### src/rtl/fetch_pc_unit.sv
`default_nettype none
// ============================================================================
// Module   : fetch_pc_unit
// Purpose  : Program counter and fetch sequencing ahead of instruction memory.
//            Picks sequential / branch / JAL / JALR next-PC and runs the
//            BOOT/RUN/HALT/TRAP control state machine.
// Options  : FETCH_INSTRET_EN - adds the 64-bit retired-instruction counter
//            output 'instret'.
// Revision : 1.0 - initial release
// ============================================================================
module fetch_pc_unit #(
    parameter logic [31:0] RESET_VECTOR = 32'h0000_0000,
    parameter int          XLEN         = 32
) (
    input  logic            clk,
    input  logic            rst,
    input  logic            stall,
    input  logic            redirect_valid,
    input  logic            redirect_is_jalr,
    input  logic [XLEN-1:0] redirect_target,
    input  logic            halt_req,
    output logic [XLEN-1:0] pc,
    output logic [XLEN-1:0] pc_plus4,
    output logic            fetch_valid,
    output logic            halted,
    output logic            misaligned,
    output logic [XLEN-1:0] bad_target
`ifdef FETCH_INSTRET_EN
    ,
    output logic [63:0]     instret
`endif
);

    localparam logic [XLEN-1:0] c_PC_STEP = 4;

    typedef enum logic [1:0] {
        ST_BOOT = 2'd0,
        ST_RUN  = 2'd1,
        ST_HALT = 2'd2,
        ST_TRAP = 2'd3
    } state_t;

    state_t          r_state;
    logic [XLEN-1:0] r_pc;
    logic [XLEN-1:0] r_bad_target;
    logic [XLEN-1:0] w_tgt;
    logic            w_tgt_misaligned;

    // JALR clears bit 0; only bit 1 makes a target misaligned (IALIGN=32).
    assign w_tgt            = redirect_is_jalr ? {redirect_target[XLEN-1:1], 1'b0}
                                               : redirect_target;
    assign w_tgt_misaligned = w_tgt[1];

    // Control state machine and PC register; HALT/TRAP only leave via rst.
    always_ff @(posedge clk) begin
        if (rst) begin
            r_state      <= ST_BOOT;
            r_pc         <= RESET_VECTOR;
            r_bad_target <= '0;
        end else begin
            case (r_state)
                ST_BOOT: r_state <= ST_RUN;
                ST_RUN: begin
                    if (halt_req) begin
                        r_state <= ST_HALT;
                    end else if (stall) begin
                        // Redirect arriving with a stall is dropped on purpose.
                        r_pc <= r_pc;
                    end else if (redirect_valid) begin
                        if (w_tgt_misaligned) begin
                            r_state      <= ST_TRAP;
                            r_bad_target <= w_tgt;
                        end else begin
                            r_pc <= w_tgt;
                        end
                    end else begin
                        r_pc <= r_pc + c_PC_STEP;
                    end
                end
                default: r_state <= r_state;
            endcase
        end
    end

`ifdef FETCH_INSTRET_EN
    logic [63:0] r_instret;
    logic        w_retire;

    // Retire on every unstalled RUN edge that does not take a trap (halt counts).
    assign w_retire = (r_state == ST_RUN) && !stall &&
                      !(!halt_req && redirect_valid && w_tgt_misaligned);

    // Retired-instruction counter, wraps at 2^64.
    always_ff @(posedge clk) begin
        if (rst) begin
            r_instret <= '0;
        end else if (w_retire) begin
            r_instret <= r_instret + 64'd1;
        end
    end

    assign instret = r_instret;
`endif

    assign pc          = r_pc;
    assign pc_plus4    = r_pc + c_PC_STEP;
    assign bad_target  = r_bad_target;
    assign fetch_valid = (r_state == ST_RUN);
    assign halted      = (r_state == ST_HALT);
    assign misaligned  = (r_state == ST_TRAP);

endmodule
`default_nettype wire
### config.mk
export PLATFORM = sky130hd
export DESIGN_NAME = fetch_pc_unit
export DESIGN_NICKNAME = d
export VERILOG_FILES = /design/src/rtl/fetch_pc_unit.sv
export SDC_FILE = /design/constraint.sdc
export NUM_CORES = 1
export LEC_CHECK = 0
export CAP_MARGIN = 25
export CORE_ASPECT_RATIO = 0.75
export CORE_MARGIN = 10
export CORE_UTILIZATION = 44
export DETAILED_ROUTE_END_ITERATION = 10
export GPL_ROUTABILITY_DRIVEN = 0
export PLACE_DENSITY = 0.87
export SYNTH_ARGS = -nofsm -noshare
export SYNTH_HDL_FRONTEND = slang
export SYNTH_SLANG_ARGS = --single-unit
### constraint.sdc
create_clock -name clk -period 3.4 [get_ports clk]
set_input_delay 0.68 -clock clk [delete_from_list [all_inputs] [get_ports clk]]
set_output_delay 0.68 -clock clk [all_outputs]
set_load 0.02 [all_outputs]
# Yosys cells after proc, flatten, opt, wreduce, memory -nomap -nowiden
# Index checks and enable logic that the tools add are counted.
[word_totals]
ram_bits = 0
memories = 0
elab_cells = 26
latchBits = 0
rom_bits = 0
reg_bits = 66
[classes]
multipliers = 0
mux = 8
n_div = 0
order_cmp = 0
n_eq_ne = 7
shift = 0
n_reduce_logical = 5
bitwise_logic = 2
n_addsub = 1
[ops]
columns = ["cell", "n"]
rows = [
  ["2-to-1 mux 32 bit", 2],
  ["adder 32 x 3 -> 32 bit, second input constant", 1],
  ["2-to-1 mux 2 bit", 4],
  ["AND reduction 4 bit", 2],
  ["inequality test 3 bit, second input constant", 2],
  ["AND reduction 5 bit", 1],
  ["== test 2 bit, second input constant", 2],
  ["one-hot mux 2 bit (2 select lines)", 1],
  ["inequality test 3 x 2 -> 1 bit, second input constant", 1],
  ["== test 2 x 1 -> 1 bit, second input constant", 1],
  ["logical NOT 2 bit", 1],
  ["inequality test 2 bit, second input constant", 1],
  ["inverter 1 bit", 2],
  ["nonzero test 2 bit", 1],
  ["2-to-1 mux 1 bit", 1],
]

# Logic depth before layout (Yosys ltp)
[depth]
word_depth = 5
ltp_mapped = 7
depth_no_buf = 5

# Least setup slack after synthesis
# OpenSTA, ideal clock, no wires.
[synth_timing]
path_type = "register to output"
from = "register r_pc[2] (netlist: pc[2])"
to = "output pc_plus4[30]"
setup_slack_ps = 630
arrival_time_ps = 2090
stages_incl_launch_ff = 7
cell_sequence = "dfxtp_1 -> ha_1 -> nand3_1 -> nor4_2 -> buf_2 -> nand3_1 -> xnor2_1"
[synth_via]
elab_chain_len = 1
[synth_rtl]
columns = ["element", "line", "text"]
rows = [
  ["start: declaration", "44", "logic [XLEN-1:0] r_pc;"],
  ["start signal: assignment", "68", "r_pc <= r_pc;"],
  ["start signal: assignment", "74", "r_pc <= w_tgt;"],
  ["start signal: assignment", "77", "r_pc <= r_pc + c_PC_STEP;"],
  ["adder 32 x 3 -> 32 bit", "106", "assign pc_plus4 = r_pc + c_PC_STEP;"],
  ["end: declaration", "23", "output logic [XLEN-1:0] pc_plus4,"],
]
# No other way between the ends.

# Worst setup path in the final report
[layout_timing]
from = "register r_pc[22] (netlist: pc[22])"
to = "output pc_plus4[29]"
# The elaborated chain is that of the path after synthesis.

==> results.md <==
* Outcome: finished, final reports clean
* # setup viols final at 0
* Worst Tran Pin Value at 0.693 ns
* Max IR drop VDD at 0.246 mV
* Top cell type by total area after synthesis: dfxtp_1
* Number of flops mapped to enable cells by yosys at 0
* CTS max path bufs at 2
* Clk_skew at 0.00390 ns
* Synth Register Bits at 65
* Switching part of the total at 27.1%
* Crit Path Category: reg2out
* Die Wd at 127 µm
* FF-to-FF path depth at 5
* Final HPWL DP at 10.6 mm
* Gr usage total at 22.1%
* Starting Density at 44.8%
* Drt wl/cell at 20.4 µm
* YS warnings at 0
* Worst path bufs/invs at 2
* Final Util at 67.3%
* Mean Syn Cell Area at 7.52 µm²
* Final period util at 98.8%
* Share of cells above drive strength 1 at 10.1%
* Number of global-route vias before repair at 4248
* DRT Wirelength at 15.1 mm
* Worst R2R End: pc[23]
* CTS Hold Bufs at 0
* DP Area at 0.00521 mm²
* R2r startpoint: r_state[1]
* N_diodes at 0
* P_int at 1.49 mW
* Via count at 4641
* CTS buffer count at 9
* Slew margin rel. at 53.8%
* Max-cap violations at 0
* CP max-delay cell: clkdlybuf4s50_1
* Hold/Removal Path Class: reg2reg
* RSZ-0062 raised after global routing: true
* Pwr/cell area at 363 mW/mm²
* Hold path cells at 2
* Worst-path clk slew at 0.06 ns
* CP max stage delay at 0.62 ns
* CP required at 2.72 ns
* Clk network pwr share at 47.8%
* Critical Path End Type: primary output
* Combinational group share of total power at 13.1%
* Synth top area share at 34.7%
* Syn Inst Count at 499
* Final slew viol count at 0
* Sw power at 0.554 mW
* Synth cell types at 56
* CTS Sinks at 65
* Share of power burned in registers at 39.1%
* Overflow after GRT at 0
* # nets final at 665
* Routed vias/inst at 6.28
* Pwr Total at 2.05 mW
* Most used DFF post-synth: dfxtp_1
* Skew-Pair Late Insertion Delay at 0.33 ns
* CP delay by family, top: simple AND/OR/NAND/NOR gates
* Cell area after synthesis at 0.00375 mm²
* Lkg Pwr at 2.10 nW
* Leading cell types in the layout, fill and taps excluded: 121 x clkdlybuf4s50_1, 99 x nand2_1, 61 x dfxtp_1
* Hold Crit Start: bad_target[2]
* Most common cell after layout, fill and taps aside: clkdlybuf4s50_1
* Crit-path cells: nand4_1 > buf_4 > nor4_2 > nand2_1 > xnor2_1 > clkdlybuf4s50_1
* R2R setup slack at 1.24 ns
* CTS tree: built
* CTS root buffer: clkbuf_16
* Sequential-to-total area share from yosys stat at 34.7%
* H-tree depth at 3
* Initial antenna violation count at 0
* WP data arrival at 2.68 ns
* Number of port buffers at 134
* Peak Freq at 0.298 GHz
* First-pass GRT wire length at 23.3 mm
* Die Span Y at 100 µm
* Peak fanout along the critical path at 8
* Layout area overhead at 50.2%
* Die ar. at 0.0127 mm²
* DRT iter0 DRCs at 726
* Hold violation count in the final report at 0
* Async set-or-reset flop fraction in the synthesized netlist at 0%
* Pre-Repair DR Iteration Count at 8
* Core Rows at 29
* Tmin final at 3.36 ns
* Worst Hold Path EP: bad_target[2]
* Antenna violation net count after detailed routing at 0
* Core region area at 0.00838 mm²
* Top cells by area, synth: dfxtp_1 35%, nand2_1 9.9%, a21oi_1 6.9%
* Fin area at 0.00564 mm²
* I/O Pins at 137
* Largest net degree at the start of global routing at 65
* Startpoint types: flip-flop
* # DRC at 0
## logic make-up after synthesis
group | synth area share [%]
flops | 34.7
other cells | 0.0999
mux | 0.800
fa+ha+maj | 0.333
xor+xnor | 6.53
simple gates | 28.5
buf+inv | 6.10
compound gates | 23.0
## stage by stage
step	std cells	worst slack [ns]	hold slack, ns	setup TNS, ns
detailed placement	721	0.210	0.446	0
global route	739	-0.0287	0.469	-0.0287
floorplan	500	0.630	0.513	0
finish	739	0.0419	0.455	0
CTS	739	0.0154	0.454	0
global placement	721	0.274	0.442	0
## power by group through the flow
stage / clock [mW] / sequential (mW) / combinational, mW
4_1_cts: 0.982 / 0.799 / 0.265
6_report: 0.978 / 0.800 / 0.269
2_1_floorplan: 0 / 0.825 / 0.116
5_1_grt: 1.01 / 0.802 / 0.284
3_5_place_dp: 0 / 0.815 / 0.264
3_3_place_gp: 0 / 0.813 / 0.261
## flip-flops by register name, summed over array words and instances, names as in the netlist
name	flops
r_state	2
pc	31
bad_target	32
## worst max path at each step
stage          startpoint      endpoint  cells after the start
2_1_floorplan       pc[2]  pc_plus4[30]                      6
3_3_place_gp        pc[2]  pc_plus4[28]                      6
3_5_place_dp        pc[2]  pc_plus4[28]                      6
4_1_cts            pc[22]  pc_plus4[31]                      5
5_1_grt            pc[12]  pc_plus4[18]                      6
6_report           pc[22]  pc_plus4[29]                      6
## cell type report
type                            count  area, µm²
Sequential cell                    65       1310
Multi-Input combinational cell    381       2300
Fill cell                         689       2740
Clock buffer                       10        239
Timing Repair Buffer              160       1550
Inverter                            9       33.8
Clock inverter                      6       72.6
Tap cell                          108        135
## cells in the mapped netlist, types with 3 or more instances
cell       number
nor2b_1         4
nand3_1        26
nand2b_1        4
nand4_1        13
o31ai_1         6
or4_1           3
o211ai_1        4
buf_1           3
xor2_1         10
a21oi_1        52
nor4_1         12
buf_4           4
o41ai_1         3
clkbuf_1       29
and4_1          5
buf_2           9
a21boi_0        4
mux2i_1         3
o2111ai_1       3
nand4b_1        3
nand2_1        99
a31oi_1        15
and3_1          9
a32o_1          6
inv_1           8
o311ai_0        6
nor3_1         16
o21ai_0        10
nor2_1         15
xnor2_1        18
dfxtp_1        65
## worst min-delay path, stage by stage, from the launching register on
cell,delay (ns)
dfxtp_1,0.31
nand2_1,0.05
a21oi_1,0.05
## what timing repair did
item	in CTS	in global routing
setup buffers	2	0
endpoints found under the setup margin	9	15
cloned	0	0
gates resized for setup	8	19
endpoints found under the hold margin	0	0
pin swaps	1	0
## per-layer routing
layer | share of wire (%) | track usage (%) | wire length, µm | up-vias
met2 | 45 | 33.9 | 6790 | 359
met4 | 2.8 | 7.42 | 423 | 0
met1 | 38 | 26.7 | 5770 | 2140
met5 | 0 | 0 | 0 | -
met3 | 14 | 10.5 | 2110 | 59
li1 | - | - | - | 2083
(Power assumes the default switching activity.)
